<file path="config.mk">
export PLATFORM = sky130hd
export DESIGN_NAME = imem_fetch_ctrl_flat
export DESIGN_NICKNAME = d
export VERILOG_FILES = /design/src/rtl/imem_fetch_ctrl_if.sv /design/src/rtl/imem_fetch_ctrl.sv /design/src/flat_wrapper.sv
export SDC_FILE = /design/constraint.sdc
export NUM_CORES = 1
export LEC_CHECK = 0
export CORE_MARGIN = 2
export CORE_UTILIZATION = 45
export CTS_CLUSTER_SIZE = 8
export DETAILED_ROUTE_END_ITERATION = 10
export GPL_TIMING_DRIVEN = 0
export PLACE_DENSITY = 0.8
export SLEW_MARGIN = 25
export SYNTH_ARGS = -nofsm -noshare
export SYNTH_HDL_FRONTEND = slang
export SYNTH_SLANG_ARGS = --single-unit
</file>
<file path="constraint.sdc">
create_clock -name clk -period 8.3 [get_ports clk]
set_input_delay 1.245 -clock clk [delete_from_list [all_inputs] [get_ports clk]]
set_output_delay 1.245 -clock clk [all_outputs]
set_load 0.01 [all_outputs]
</file>
<file path="src/rtl/imem_fetch_ctrl_if.sv">
// Fetch-side bus: imem address/data, redirect request and the instruction stream to decode.
// The master modport is the fetch controller; the slave modport is the imem plus decode side.
interface imem_fetch_ctrl_if #(
    parameter int ADDR_WIDTH = 9,
    parameter int DATA_WIDTH = 32
);
    logic [ADDR_WIDTH-1:0] imem_addr;
    logic [DATA_WIDTH-1:0] imem_dout;
    logic                  redirect_valid;
    logic [31:0]           redirect_pc;
    logic                  instr_valid;
    logic [DATA_WIDTH-1:0] instr;
    logic [31:0]           instr_pc;
    logic                  instr_ready;

    modport master (
        output imem_addr,
        input  imem_dout,
        input  redirect_valid,
        input  redirect_pc,
        output instr_valid,
        output instr,
        output instr_pc,
        input  instr_ready
    );

    modport slave (
        input  imem_addr,
        output imem_dout,
        output redirect_valid,
        output redirect_pc,
        input  instr_valid,
        input  instr,
        input  instr_pc,
        output instr_ready
    );
endinterface

</file>
<file path="src/rtl/imem_fetch_ctrl.sv">
// Fetch sequencer for a 1-cycle synchronous imem; issue-to-valid latency is 2 cycles.
// Backpressure: instr_ready low holds the head; issue stops once buffered + in-flight words reach 2.
module imem_fetch_ctrl #(
    parameter int          ADDR_WIDTH = 9,
    parameter int          DATA_WIDTH = 32,
    parameter logic [31:0] RESET_PC   = 32'h0
) (
    input  logic                clk,
    input  logic                rst,
    imem_fetch_ctrl_if.master   fif
);

    typedef struct packed {
        logic [DATA_WIDTH-1:0] instr;
        logic [31:0]           pc;
    } entry_t;

    logic [31:0]     fetch_pc_q,    fetch_pc_d;
    logic            inflight_q,    inflight_d;
    logic [31:0]     inflight_pc_q, inflight_pc_d;
    entry_t [1:0]    fifo_q,        fifo_d;
    logic            rd_ptr_q,      rd_ptr_d;
    logic            wr_ptr_q,      wr_ptr_d;
    logic [1:0]      count_q,       count_d;

    logic            pop;
    logic            push;
    logic            issue;
    logic [2:0]      occupancy;
    logic [31:0]     redirect_base;
    entry_t          head;

    always_comb begin
        fif.instr_valid = (count_q != 2'd0);
        pop             = fif.instr_valid & fif.instr_ready;
        push            = inflight_q & ~fif.redirect_valid;
        redirect_base   = fif.redirect_pc & ~32'd3;

        // Words already owed a slot (buffered + in flight) minus the one leaving now.
        occupancy = {1'b0, count_q} + {2'b00, inflight_q} - {2'b00, pop};
        issue     = (occupancy < 3'd2);

        head         = fifo_q[rd_ptr_q];
        fif.instr    = fif.instr_valid ? head.instr : '0;
        fif.instr_pc = fif.instr_valid ? head.pc    : '0;

        fif.imem_addr = fif.redirect_valid ? redirect_base[ADDR_WIDTH+1:2]
                                           : fetch_pc_q[ADDR_WIDTH+1:2];
    end

    always_comb begin
        fetch_pc_d    = fetch_pc_q;
        inflight_d    = inflight_q;
        inflight_pc_d = inflight_pc_q;
        fifo_d        = fifo_q;
        rd_ptr_d      = rd_ptr_q;
        wr_ptr_d      = wr_ptr_q;
        count_d       = count_q;

        if (fif.redirect_valid) begin
            // Flush everything; the response landing this cycle belongs to the old stream.
            count_d       = 2'd0;
            rd_ptr_d      = 1'b0;
            wr_ptr_d      = 1'b0;
            inflight_d    = 1'b1;
            inflight_pc_d = redirect_base;
            fetch_pc_d    = redirect_base + 32'd4;
        end else begin
            if (issue) begin
                inflight_d    = 1'b1;
                inflight_pc_d = fetch_pc_q;
                fetch_pc_d    = fetch_pc_q + 32'd4;
            end else begin
                inflight_d = 1'b0;
            end

            if (push) begin
                fifo_d[wr_ptr_q] = '{instr: fif.imem_dout, pc: inflight_pc_q};
                wr_ptr_d         = ~wr_ptr_q;
            end

            if (pop) begin
                rd_ptr_d = ~rd_ptr_q;
            end

            count_d = count_q + {1'b0, push} - {1'b0, pop};
        end
    end

    always_ff @(posedge clk or posedge rst) begin
        if (rst) begin
            fetch_pc_q    <= RESET_PC;
            inflight_q    <= 1'b0;
            inflight_pc_q <= '0;
            fifo_q        <= '0;
            rd_ptr_q      <= 1'b0;
            wr_ptr_q      <= 1'b0;
            count_q       <= 2'd0;
        end else begin
            fetch_pc_q    <= fetch_pc_d;
            inflight_q    <= inflight_d;
            inflight_pc_q <= inflight_pc_d;
            fifo_q        <= fifo_d;
            rd_ptr_q      <= rd_ptr_d;
            wr_ptr_q      <= wr_ptr_d;
            count_q       <= count_d;
        end
    end

endmodule

</file>
<file path="src/flat_wrapper.sv">
// flat-port wrapper written by rule: the top's interface ports become plain ports
module imem_fetch_ctrl_flat 
#(
    parameter int          ADDR_WIDTH = 9,
    parameter int          DATA_WIDTH = 32,
    parameter logic [31:0] RESET_PC   = 32'h0
)
  (clk, rst, fif_imem_addr, fif_imem_dout, fif_redirect_valid, fif_redirect_pc, fif_instr_valid, fif_instr, fif_instr_pc, fif_instr_ready);
  imem_fetch_ctrl_if #(.ADDR_WIDTH(ADDR_WIDTH), .DATA_WIDTH(DATA_WIDTH)) fif_i ();
  input  logic clk;
  input  logic rst;
  output wire logic [$bits(fif_i.imem_addr)-1:0] fif_imem_addr;
  input wire logic [$bits(fif_i.imem_dout)-1:0] fif_imem_dout;
  input wire logic [$bits(fif_i.redirect_valid)-1:0] fif_redirect_valid;
  input wire logic [$bits(fif_i.redirect_pc)-1:0] fif_redirect_pc;
  output wire logic [$bits(fif_i.instr_valid)-1:0] fif_instr_valid;
  output wire logic [$bits(fif_i.instr)-1:0] fif_instr;
  output wire logic [$bits(fif_i.instr_pc)-1:0] fif_instr_pc;
  input wire logic [$bits(fif_i.instr_ready)-1:0] fif_instr_ready;
  assign fif_imem_addr = fif_i.imem_addr;
  assign fif_i.imem_dout = fif_imem_dout;
  assign fif_i.redirect_valid = fif_redirect_valid;
  assign fif_i.redirect_pc = fif_redirect_pc;
  assign fif_instr_valid = fif_i.instr_valid;
  assign fif_instr = fif_i.instr;
  assign fif_instr_pc = fif_i.instr_pc;
  assign fif_i.instr_ready = fif_instr_ready;
  imem_fetch_ctrl #(.ADDR_WIDTH(ADDR_WIDTH), .DATA_WIDTH(DATA_WIDTH), .RESET_PC(RESET_PC)) u_core (.clk(clk), .rst(rst), .fif(fif_i));
endmodule
</file>
==> key figures <==
Power
  • Maximum VDD drop: 0.1174 mV
  • P_leak: 4.948 nW
  • Total power: 3.263 mW
  • PD cells: 268.3 mW/mm^2

Routing
  • Routed WL per cell: 18.11 um
  • Final wirelength: 23610 um
  • DRC: 0
  • ANT nets after route: 0
  • Initial DRC count: 568
  • Vias per inst: 5.453
  • Via count: 7111
  • Drt first pass iters: 6

Logic synthesis
  • Number of enable flip-flop cells after synthesis: 0
  • Yosys warning total: 0
  • Synth area leader: dfrtp_1
  • Async SR Flop Fraction: 1.000
  • Synth Cell Area: 0.009833 sq mm
  • Most common cell in the synthesized netlist: dfrtp_1
  • Share of the synthesized area in the top cell type: 0.4810
  • Unique masters post-synth: 52
  • Synthesized netlist cell count: 855
  • Synth Flop Type: dfrtp_1
  • Syn avg cell area: 11.50 sq um
  • Synth top cells by count: dfrtp_1 (189), mux2_2 (133), nor2_1 (106)
  • Flops & latches, synth: 189
  • Seq/Total Area, Yosys: 0.4810
  • Biggest area contributors in the synthesized netlist: dfrtp_1 (48%), mux2_2 (15%), mux2i_1 (11%)

STA
  • Setup violations, final: 0
  • Slew margin rel.: 0.4552
  • Worst Setup Slack, final: 3.944 ns
  • Max-slew violations: 0
  • Peak Freq: 0.2296 GHz
  • Ratio of final minimum period to clock period: 0.5248
  • Final min period: 4.356 ns
  • Worst Hold Slack: 0.5037 ns
  • Slew @ Worst Pin: 0.8142 ns
  • RSZ-0062 raised after global routing: no
  • Final Hold Fails: 0
  • Max Clock Skew: 0.009626 ns

Setup path
  • Worst Setup SP: fif_redirect_valid
  • Arr. time, crit path: 3.11 ns
  • Crit path max-delay cell type: clkdlybuf4s50_1
  • Flop2flop setup slack: 4.70 ns
  • CP max FO: 10
  • CP max stage delay: 0.47 ns
  • Cell mode on critical path: buf_2
  • Worst EP required: 7.05 ns
  • Reg2Reg Depth: 12
  • WS Path Type: in2out
  • Kind of start point of the critical path: primary input
  • Setup crit end kind: output pin
  • Critical Path Sink: fif_imem_addr[7]
  • Worst r2r src: u_core.count_q[1]
  • FF-to-FF End: u_core.inflight_pc_q[3]
  • CP Cell Sequence: buf_2, buf_2, buf_2, mux2_2, buf_4, clkdlybuf4s50_1

Layout
  • Layout cell share with drive strength beyond 1: 0.2197
  • Fin area: 0.01216 sq mm
  • Nets: 1082
  • Antenna Cells: 0
  • P&R area growth vs syn: 23.67%
  • Final core utilization: 0.5624

CTS
  • CTS max path bufs: 2
  • CTS resizes: 0
  • Clock tree root buffer cell: clkbuf_16
  • Clock slew at reported path FFs: 0.07 ns
  • Clk Latency, worst-skew pair: 0.43 ns
  • H-tree depth: 4
  • CTS sink cnt: 189
  • Post-CTS Setup Repair Bufs: 0
  • Num CTS Buffers: 17
  • Hold_buf cts: 0
  • CTS tree: done

Placed design
  • Routability cong.: 0.9110
  • Placed wire-length estimate: 17050 um
  • Setup WS pre-CTS: 3.980 ns
  • Port bufs: 135
  • Post-placement cell area: 0.01157 sq mm

Floorplan
  • Core area: 0.02162 sq mm
  • Initial Util: 0.4548
  • Die ar.: 0.02305 sq mm
  • # rows: 54
  • Chip Width: 151.8 um
  • Io pins: 142
  • Die Y: 151.8 um

Outcome
  • Outcome: completed

GRT
  • Vias in the first global route: 7311
  • Initial antenna violation count: 0
  • Global-route wire length before repair: 38730 um
  • Total track usage: 0.2067
  • Grt ovf: 0
  • Pin count of the biggest net entering global routing: 98

Job
  • Max Cap Viol: 0

Hold path
  • Hold crit path type: reg2reg
cell families (layout without fill, tap and decap cells):
| group | after synthesis | after routing | synth area share |
|---|---|---|---|
| buf+inv | 65 | 233 | 0.03334 |
| flops | 189 | 189 | 0.4810 |
| other cells | 1 | 2 | 0.0003814 |
| xor+xnor | 54 | 54 | 0.04810 |
| mux | 239 | 239 | 0.2606 |
| fa+ha+maj | 3 | 3 | 0.004580 |
| compound gates | 56 | 56 | 0.04237 |
| simple gates | 248 | 248 | 0.1297 |
sequential cells by signal, summed over array words and instances (netlist names):
register / count
u_core.fifo_q: 124
u_core.inflight_q: 1
u_core.rd_ptr_q: 1
u_core.wr_ptr_q: 1
u_core.inflight_pc_q: 30
u_core.fetch_pc_q: 30
u_core.count_q: 2
worst min-delay path by stage:
stage                                 start                      end  cells past startpoint
floorplan           u_core.inflight_pc_q[2]  u_core.inflight_pc_q[2]                      2
global placement         u_core.fifo_q[114]       u_core.fifo_q[114]                      1
detailed placement       u_core.fifo_q[116]       u_core.fifo_q[116]                      1
CTS                      u_core.fifo_q[116]       u_core.fifo_q[116]                      1
global route              u_core.fifo_q[14]        u_core.fifo_q[14]                      1
finish                    u_core.fifo_q[99]        u_core.fifo_q[99]                      1
metal layers:
layer  vias to the layer above  GRT usage  routed length (um)
li1                       3277          -                   -
met4                         0    0.07610                 617
met5                         -          0                   0
met1                      3576     0.2751               10590
met3                        43    0.03651                 972
met2                       215     0.3406               11440
stage by stage:
| step | instances | TNS [ns] |
|---|---|---|
| after global routing | 1304 | 0 |
| after floorplan | 856 | 0 |
| final | 1304 | 0 |
| after global placement | 1271 | -77.08 |
| after CTS | 1304 | 0 |
| after detailed placement | 1272 | 0 |
critical path: cells and delay by family:
family / cells / cell delay [ns]
mux: 1 / 0.41
buf+inv: 5 / 1.45
area by class of cell:
cell class | count | area, sq um
buffer | 59 | 305.3
clock buffer | 18 | 429.2
clock inverter | 14 | 157.7
fill | 1843 | 9460
inverter | 6 | 30.03
multi-input combinational | 602 | 4780
sequential | 189 | 4730
tap | 280 | 350.3
timing repair buffer | 136 | 1379
placed cells by master, fill, tap and decap left out, drive strengths merged, types with 4 or more instances in the layout:
cell and instances:
a21oi 10, a22oi 10, and2 4, buf 37
clkbuf 41, clkdlybuf4s50 135, clkinvlp 5, dfrtp 189
inv 11, mux2 133, mux2i 106, nand2 60
nand3 24, nand3b 12, nand4 13, nand4b 5
nor2 106, nor3 11, o21ai 26, xnor2 40
xor2 14
power breakdown:
part / internal [mW] / switching (mW) / leakage (nW)
sequential: 1.25 / 0.207 / 2.23
combinational: 0.560 / 0.441 / 2.44
clock: 0.449 / 0.358 / 0.272
Note: power is estimated with default switching activity, not from simulation.
